[src/rtl/video_timing_pkg.sv]
// Shared constants, flag payload type and elaboration helpers for the raster timing generator.
package video_timing_pkg;

  // 1080p60 (CEA-861 VIC 16)
  localparam int unsigned H_ACTIVE_1080P60 = 1920;
  localparam int unsigned H_FP_1080P60     = 88;
  localparam int unsigned H_SYNC_1080P60   = 44;
  localparam int unsigned H_BP_1080P60     = 148;
  localparam int unsigned V_ACTIVE_1080P60 = 1080;
  localparam int unsigned V_FP_1080P60     = 4;
  localparam int unsigned V_SYNC_1080P60   = 5;
  localparam int unsigned V_BP_1080P60     = 36;

  // 720p60 (CEA-861 VIC 4)
  localparam int unsigned H_ACTIVE_720P60  = 1280;
  localparam int unsigned H_FP_720P60      = 110;
  localparam int unsigned H_SYNC_720P60    = 40;
  localparam int unsigned H_BP_720P60      = 220;
  localparam int unsigned V_ACTIVE_720P60  = 720;
  localparam int unsigned V_FP_720P60      = 5;
  localparam int unsigned V_SYNC_720P60    = 5;
  localparam int unsigned V_BP_720P60      = 20;

  // Registered raster flags, loaded together with the position they describe.
  typedef struct packed {
    logic active;
    logic hsync;
    logic vsync;
    logic line_start;
    logic frame_start;
  } vt_flags_t;

  // Total period of one axis.
  function automatic int unsigned total(input int unsigned active, input int unsigned fp,
                                        input int unsigned sync, input int unsigned bp);
    return active + fp + sync + bp;
  endfunction

  // Ceiling log2, used to check counter widths at elaboration.
  function automatic int unsigned clog2(input int unsigned v);
    int unsigned     r;
    longint unsigned p;
    r = 0;
    p = 64'(1);
    while (p < 64'(v)) begin
      p = p << 1;
      r = r + 1;
    end
    return r;
  endfunction

endpackage

[src/rtl/video_timing_gen_wrap_counter.sv]
// Enabled modulo counter: counts 0..MAX, wraps to 0, synchronous clear has priority.
module wrap_counter #(
  parameter int unsigned WIDTH = 12,
  parameter int unsigned MAX   = 2199
) (
  input  logic             clk,
  input  logic             reset,
  input  logic             en,
  input  logic             clr,
  output logic [WIDTH-1:0] count,
  output logic             wrap
);

  logic [WIDTH-1:0] count_q, count_d;

  // Terminal count: the next enabled cycle returns to zero.
  assign wrap  = (count_q == WIDTH'(MAX));
  assign count = count_q;

  // Next count: clear beats increment, otherwise hold.
  always_comb begin
    count_d = count_q;
    if (clr) begin
      count_d = '0;
    end else if (en) begin
      count_d = wrap ? '0 : count_q + WIDTH'(1);
    end
  end

  // Count register with synchronous reset.
  always_ff @(posedge clk) begin
    if (reset) count_q <= '0;
    else       count_q <= count_d;
  end

endmodule

[src/rtl/video_timing_gen.sv]
// Raster timing generator: x/y position plus DE, syncs and line/frame markers.
module video_timing_gen
  import video_timing_pkg::*;
#(
  parameter int unsigned H_ACTIVE = 1920,
  parameter int unsigned H_FP     = 88,
  parameter int unsigned H_SYNC   = 44,
  parameter int unsigned H_BP     = 148,
  parameter int unsigned V_ACTIVE = 1080,
  parameter int unsigned V_FP     = 4,
  parameter int unsigned V_SYNC   = 5,
  parameter int unsigned V_BP     = 36,
  parameter logic        HS_POL   = 1'b1,
  parameter logic        VS_POL   = 1'b1,
  parameter int unsigned X_W      = 12,
  parameter int unsigned Y_W      = 11
) (
  input  logic           clk,
  input  logic           reset,
  input  logic           pix_en,
  input  logic           resync,
  output logic [X_W-1:0] x,
  output logic [Y_W-1:0] y,
  output logic           active,
  output logic           hsync,
  output logic           vsync,
  output logic           line_start,
  output logic           frame_start
);

  localparam int unsigned H_TOTAL  = total(H_ACTIVE, H_FP, H_SYNC, H_BP);
  localparam int unsigned V_TOTAL  = total(V_ACTIVE, V_FP, V_SYNC, V_BP);
  localparam int unsigned HS_START = H_ACTIVE + H_FP;
  localparam int unsigned HS_END   = H_ACTIVE + H_FP + H_SYNC;
  localparam int unsigned VS_START = V_ACTIVE + V_FP;
  localparam int unsigned VS_END   = V_ACTIVE + V_FP + V_SYNC;

  if (clog2(H_TOTAL) > X_W) begin : g_bad_x_w
    $error("video_timing_gen: X_W too narrow for H_TOTAL");
  end
  if (clog2(V_TOTAL) > Y_W) begin : g_bad_y_w
    $error("video_timing_gen: Y_W too narrow for V_TOTAL");
  end

  logic           clr;
  logic           v_en;
  logic           h_wrap;
  logic           v_wrap;
  logic [X_W-1:0] x_d;
  logic [Y_W-1:0] y_d;
  vt_flags_t      flags_d, flags_q;

  assign clr  = resync & pix_en;
  assign v_en = pix_en & h_wrap;

  wrap_counter #(.WIDTH(X_W), .MAX(H_TOTAL - 1)) u_h_cnt (
    .clk   (clk),
    .reset (reset),
    .en    (pix_en),
    .clr   (clr),
    .count (x),
    .wrap  (h_wrap)
  );

  wrap_counter #(.WIDTH(Y_W), .MAX(V_TOTAL - 1)) u_v_cnt (
    .clk   (clk),
    .reset (reset),
    .en    (v_en),
    .clr   (clr),
    .count (y),
    .wrap  (v_wrap)
  );

  // Position the counters will hold after this edge, so flags line up with it.
  always_comb begin
    x_d = x;
    y_d = y;
    if (reset || clr) begin
      x_d = '0;
      y_d = '0;
    end else if (pix_en) begin
      x_d = h_wrap ? '0 : x + X_W'(1);
      if (h_wrap) y_d = v_wrap ? '0 : y + Y_W'(1);
    end
  end

  // Decode the upcoming position into DE, syncs and markers.
  always_comb begin
    flags_d             = '0;
    flags_d.active      = (32'(x_d) < H_ACTIVE) && (32'(y_d) < V_ACTIVE);
    flags_d.hsync       = ((32'(x_d) >= HS_START) && (32'(x_d) < HS_END)) ? HS_POL : ~HS_POL;
    flags_d.vsync       = ((32'(y_d) >= VS_START) && (32'(y_d) < VS_END)) ? VS_POL : ~VS_POL;
    flags_d.line_start  = (x_d == '0);
    flags_d.frame_start = (x_d == '0) && (y_d == '0);
  end

  // Flag register; reset reaches it through the (0,0) decode above.
  always_ff @(posedge clk) begin
    flags_q <= flags_d;
  end

  assign active      = flags_q.active;
  assign hsync       = flags_q.hsync;
  assign vsync       = flags_q.vsync;
  assign line_start  = flags_q.line_start;
  assign frame_start = flags_q.frame_start;

endmodule

[config.mk]
export PLATFORM = sky130hd
export DESIGN_NAME = video_timing_gen
export DESIGN_NICKNAME = d
export VERILOG_FILES = /design/src/rtl/video_timing_pkg.sv /design/src/rtl/video_timing_gen_wrap_counter.sv /design/src/rtl/video_timing_gen.sv
export SDC_FILE = /design/constraint.sdc
export NUM_CORES = 1
export LEC_CHECK = 0
export CORE_MARGIN = 2
export CORE_UTILIZATION = 54
export CTS_CLUSTER_DIAMETER = 30
export DETAILED_ROUTE_END_ITERATION = 12
export PLACE_DENSITY = 0.83
export SLEW_MARGIN = 20
export SYNTH_ARGS = -nofsm -noshare
export SYNTH_HDL_FRONTEND = slang
export SYNTH_HIERARCHICAL = 1
export SYNTH_SLANG_ARGS = --single-unit
[constraint.sdc]
create_clock -name clk -period 3.6 [get_ports clk]
set_clock_uncertainty 0.15 [all_clocks]
set_input_delay 0.54 -clock clk [delete_from_list [all_inputs] [get_ports clk]]
set_output_delay 0.54 -clock clk [all_outputs]
set_load 0.05 [all_outputs]
# [Word-level counts from Yosys, hierarchy flattened]
# Index checks and enable logic that the tools add are counted.
[classes] n_addsub=2 order_cmp=6 n_eq_ne=2 mux=9 bitwise=2 n_reduce_logical=8
[op_table] operator="11-bit 2-to-1 mux" count=4
[op_table] operator="12-bit 2-to-1 mux" count=3
[op_table] operator="11-bit < comparator (second input constant)" count=2
[op_table] operator="12-bit by 1-bit adder with 12-bit output (second input constant)" count=1
[op_table] operator="12-bit == test (second input constant)" count=1
[op_table] operator="12-bit by 11-bit greater-or-equal comparator with 1-bit output (second input constant)" count=1
[op_table] operator="12-bit zero test" count=1
[op_table] operator="12-bit by 11-bit < comparator with 1-bit output (second input constant)" count=1
[op_table] operator="12-bit < comparator (second input constant)" count=1
[op_table] operator="11-bit by 1-bit adder with 11-bit output (second input constant)" count=1
[op_table] operator="11-bit == test (second input constant)" count=1
[op_table] operator="11-bit greater-or-equal comparator (second input constant)" count=1
[op_table] operator="11-bit zero test" count=1
[op_table] operator="1-bit logical AND" count=4
[op_table] operator="1-bit AND" count=2
[op_table] operator="1-bit 2-to-1 mux" count=2
[op_table] operator="2-bit OR reduction" count=1
[op_table] operator="1-bit logical OR" count=1
[word_totals] regBits=28 output_inout_bits=28 wordCells=36

# [Logic depth before layout (Yosys ltp)]
[logic_depth] word_depth=8 mapped_depth=9 mapped_depth_nobuf=9

# [Cells and area by module]
# Netlist, hierarchy kept.
[by_module_without_submodules] mod="video_timing_gen" n_inst=1 cells_per_inst=122 area_each_um2=908.4
[by_module_without_submodules] mod="wrap_counter at u_h_cnt" n_inst=1 cells_per_inst=63 area_each_um2=556.8
[by_module_without_submodules] mod="wrap_counter at u_v_cnt" n_inst=1 cells_per_inst=60 area_each_um2=533.0

# [Worst setup path before layout]
# No wires, ideal clock.
[synth_path] path_type="reg-to-reg" startpoint="register u_h_cnt.count_q[0] (netlist: u_h_cnt/count[0])" endpoint="register flags_q, in the netlist vsync" setup_time_ns=0.095 t_arrival_ns=2.798 slack_ns=0.557 stages_incl_launch_ff=9 path_buffers=0 synth_period_minus_slack_ns=3.043 path_cell_list="dfxtp_1 -> ha_1 -> nand3_1 -> nor3_2 -> and3_1 -> nand4_1 -> o22ai_1 -> or3b_2 -> a221oi_1"
[synth_lines] element="from (decl)" line="video_timing_gen_wrap_counter.sv:14" source="logic [WIDTH-1:0] count_q, count_d;"
[synth_lines] element="from (signal assigned)" line="video_timing_gen_wrap_counter.sv:33" source="else count_q <= count_d;"
[synth_lines] element="to (signal assigned)" line="video_timing_gen.sv:99" source="flags_q <= flags_d;"
[synth_lines] element="to (decl)" line="video_timing_gen.sv:51" source="vt_flags_t flags_d, flags_q;"

==> metrics.md <==
| Metric | Value |
|---|---|
| Cell variety after synth | `53` |
| Final Non-Filler Cells | `325` |
| Final antenna-violating net count | `0` |
| Final slew viol count | `0` |
| Startpoint Class | `flip-flop` |
| Max rail drop VDD | `165 µV` |
| Leakage power | `0.754 nW` |
| HPWL Detailed | `3.32 mm` |
| Most frequent cells in the layout | `nor2_1 (31), clkdlybuf4s50_1 (31), dfxtp_1 (28), nand2_1 (19), xnor2_1 (18)` |
| Pre-antenna DRT Iters | `4` |
| Clock Tree Root | `clkbuf_8` |
| CP max FO | `13` |
| Critical Path End Type | `flip-flop` |
| Average cell area after synthesis | `8.16 µm²` |
| Mapped Cells | `245` |
| CORE AREA | `3610 µm²` |
| CTS tree | `yes` |
| First-pass GRT wire length | `7.60 mm` |
| Worst-margin pin slew | `0.640 ns` |
| Clock sink count | `28` |
| Die Ht | `64.8 µm` |
| Area of the multi-input gates | `1330 µm²` |
| Post-CTS Setup Bufs | `0` |
| Run status | `finished, final reports clean` |
| Number of fill cells | `317` |
| Drt total wl | `4.57 mm` |
| Post-synthesis register bit count | `28` |
| Setup violators final | `0` |
| Synth warn | `6` |
| Routed len/inst | `14.1 µm` |
| Post-synth EDFFs | `0` |
| Initial Util | `0.554` |
| Hold Crit Class | `flip-flop to flip-flop` |
| Critical path arrival | `3.09 ns` |
| Post-CTS Resized | `0` |
| Endpoints failing hold | `0` |
| Residual DRC count | `0` |
| Syn nets | `254` |
| Die area | `4200 µm²` |
| Cell Area, Synth | `2000 µm²` |
| Area Growth Syn to Fin | `20.6%` |
| FMAX | `328 MHz` |
| Initial DRC count | `131` |
| Port buffer count | `31` |
| Ports | `32` |
| Setup TNS Final | `0 ns` |
| Pin count of the biggest net entering global routing | `21` |
| Sequential area share after synthesis | `0.281` |
| RSZ-0062 raised after global routing | `no` |
| Num rows | `22` |
| GPL Wtd Cong | `0.838` |
| Max cap viols | `0` |
| CTS max path bufs | `2` |
| GRT Util Overall | `0.229` |
| Crit Path Class | `flip-flop to flip-flop` |
| Dominant synthesized flop cell | `dfxtp_1` |
| Worst-path clk slew | `0.10 ns` |
| Via density | `5.93` |
| Final core occ | `0.668` |
| Clock latency on the worst-skew pair | `0.28 ns` |
| Total power | `0.624 mW` |
| Share of layout cells above drive strength 1 | `0.105` |
| Minimum clock period | `3.05 ns` |
| Period utilisation layout | `0.847` |
| Placed insts | `321` |
| Nets | `287` |
| Overflow after GRT | `0` |
| Slew margin rel. | `0.572` |
| Required @ worst endpoint | `3.64 ns` |
| H-tree Lvls | `1` |
| Die W | `64.8 µm` |
| Sequential cell area | `561 µm²` |
| CTS Buf Count | `3` |
| Power Density | `259 nW/µm²` |
| ANT cells | `0` |
| Post-synth ARST share | `0` |
| Vias in the first global route | `1680` |
| Initial antenna violation count | `0` |
| Vias | `1927` |
| Post-cts hold buffer count | `0` |
-- per-stage QoR --
stage | hold slack (ns) | area [µm²] | worst slack, ns
after floorplan | 0.567 | 2000 | 0.557
after global routing | 0.490 | 2410 | 0.358
after detailed placement | 0.434 | 2340 | 0.538
final | 0.449 | 2410 | 0.552
after global placement | 0.424 | 2340 | 0.599
after CTS | 0.448 | 2410 | 0.570
-- Yosys cell counts, types with 2 or more instances --
| cell | n | share of area |
|---|---|---|
| a211o_2 | 3 | 0.015 |
| a31oi_1 | 4 | 0.013 |
| xor2_1 | 12 | 0.053 |
| or4b_1 | 3 | 0.015 |
| o21ai_0 | 6 | 0.015 |
| buf_4 | 2 | 0.0075 |
| and2_2 | 3 | 0.011 |
| buf_2 | 3 | 0.0075 |
| or4_1 | 3 | 0.011 |
| nand3_1 | 13 | 0.033 |
| o31ai_1 | 4 | 0.015 |
| xnor2_1 | 18 | 0.079 |
| nor3_1 | 9 | 0.023 |
| nor2_1 | 31 | 0.058 |
| buf_6 | 4 | 0.023 |
| or3b_2 | 2 | 0.0088 |
| nor3_2 | 2 | 0.010 |
| nand2b_1 | 2 | 0.0063 |
| nand4_1 | 17 | 0.053 |
| nand2_1 | 19 | 0.036 |
| ha_1 | 5 | 0.031 |
| inv_1 | 8 | 0.015 |
| and2_1 | 2 | 0.0063 |
| nor4_1 | 6 | 0.019 |
| nor2b_1 | 2 | 0.0063 |
| mux2i_1 | 3 | 0.015 |
| a21oi_1 | 6 | 0.015 |
| dfxtp_1 | 28 | 0.28 |
-- power by group --
part	switching, mW	total (mW)	leakage [nW]	internal (mW)
logic	0.0370	0.0578	0.492	0.0207
clock network	0.103	0.253	0.0357	0.149
registers	0.00113	0.314	0.226	0.313
-- state kept, by name, summed over array words and instances, names as in the netlist --
name / flops
u_h_cnt/count: 12
u_v_cnt/count: 11
active: 1
frame_start: 1
hsync: 1
line_start: 1
vsync: 1
-- layer usage --
| layer | vias to the layer above | part of all wire | global-route usage | wire length, µm |
|---|---|---|---|---|
| met3 | 5 | 0.054 | 0.0313 | 246 |
| met1 | 881 | 0.45 | 0.289 | 2060 |
| met2 | 72 | 0.48 | 0.388 | 2190 |
| li1 | 969 | - | - | - |
| met4 | 0 | 0.015 | 0.101 | 69 |
| met5 | - | 0 | 0 | 0 |
-- cell type report --
class	count	area share
multi-input cells	200	0.553
clock buffers	3	0.0171
well taps	48	0.0249
clock inverters	1	0.0125
flip-flops and latches	28	0.233
inverters	8	0.0125
repair buffers	37	0.147
-- worst paths after layout --
check,startpoint,cells past startpoint,endpoint,slack (ns)
setup / recovery,u_h_cnt/count[8],7,vsync,0.55
hold / removal,u_v_cnt/count[10],2,u_v_cnt/count[10],0.45
setup reg to reg,u_h_cnt/count[8],7,vsync,0.55
hold reg to reg,u_v_cnt/count[10],2,u_v_cnt/count[10],0.45
-- critical path, cell delays in order (launching register included) --
cell and delay [ns]:
dfxtp_1 0.44, or4b_1 0.59, nor3_2 0.41, and3_1 0.26, nand4_1 0.11, o22ai_1 0.24, or3b_2 0.47, a221oi_1 0.28
-- cell families after synthesis --
group | after synthesis | synth area share
DFF | 28 | 0.281
muxes | 3 | 0.0150
and+or+nand+nor | 125 | 0.353
xor gates and xnor gates | 30 | 0.131
AOI/OAI and AO/OA | 37 | 0.137
adders and majority gates | 5 | 0.0313
buffers and inverters | 17 | 0.0526
Note: power is estimated with default switching activity, not from simulation.
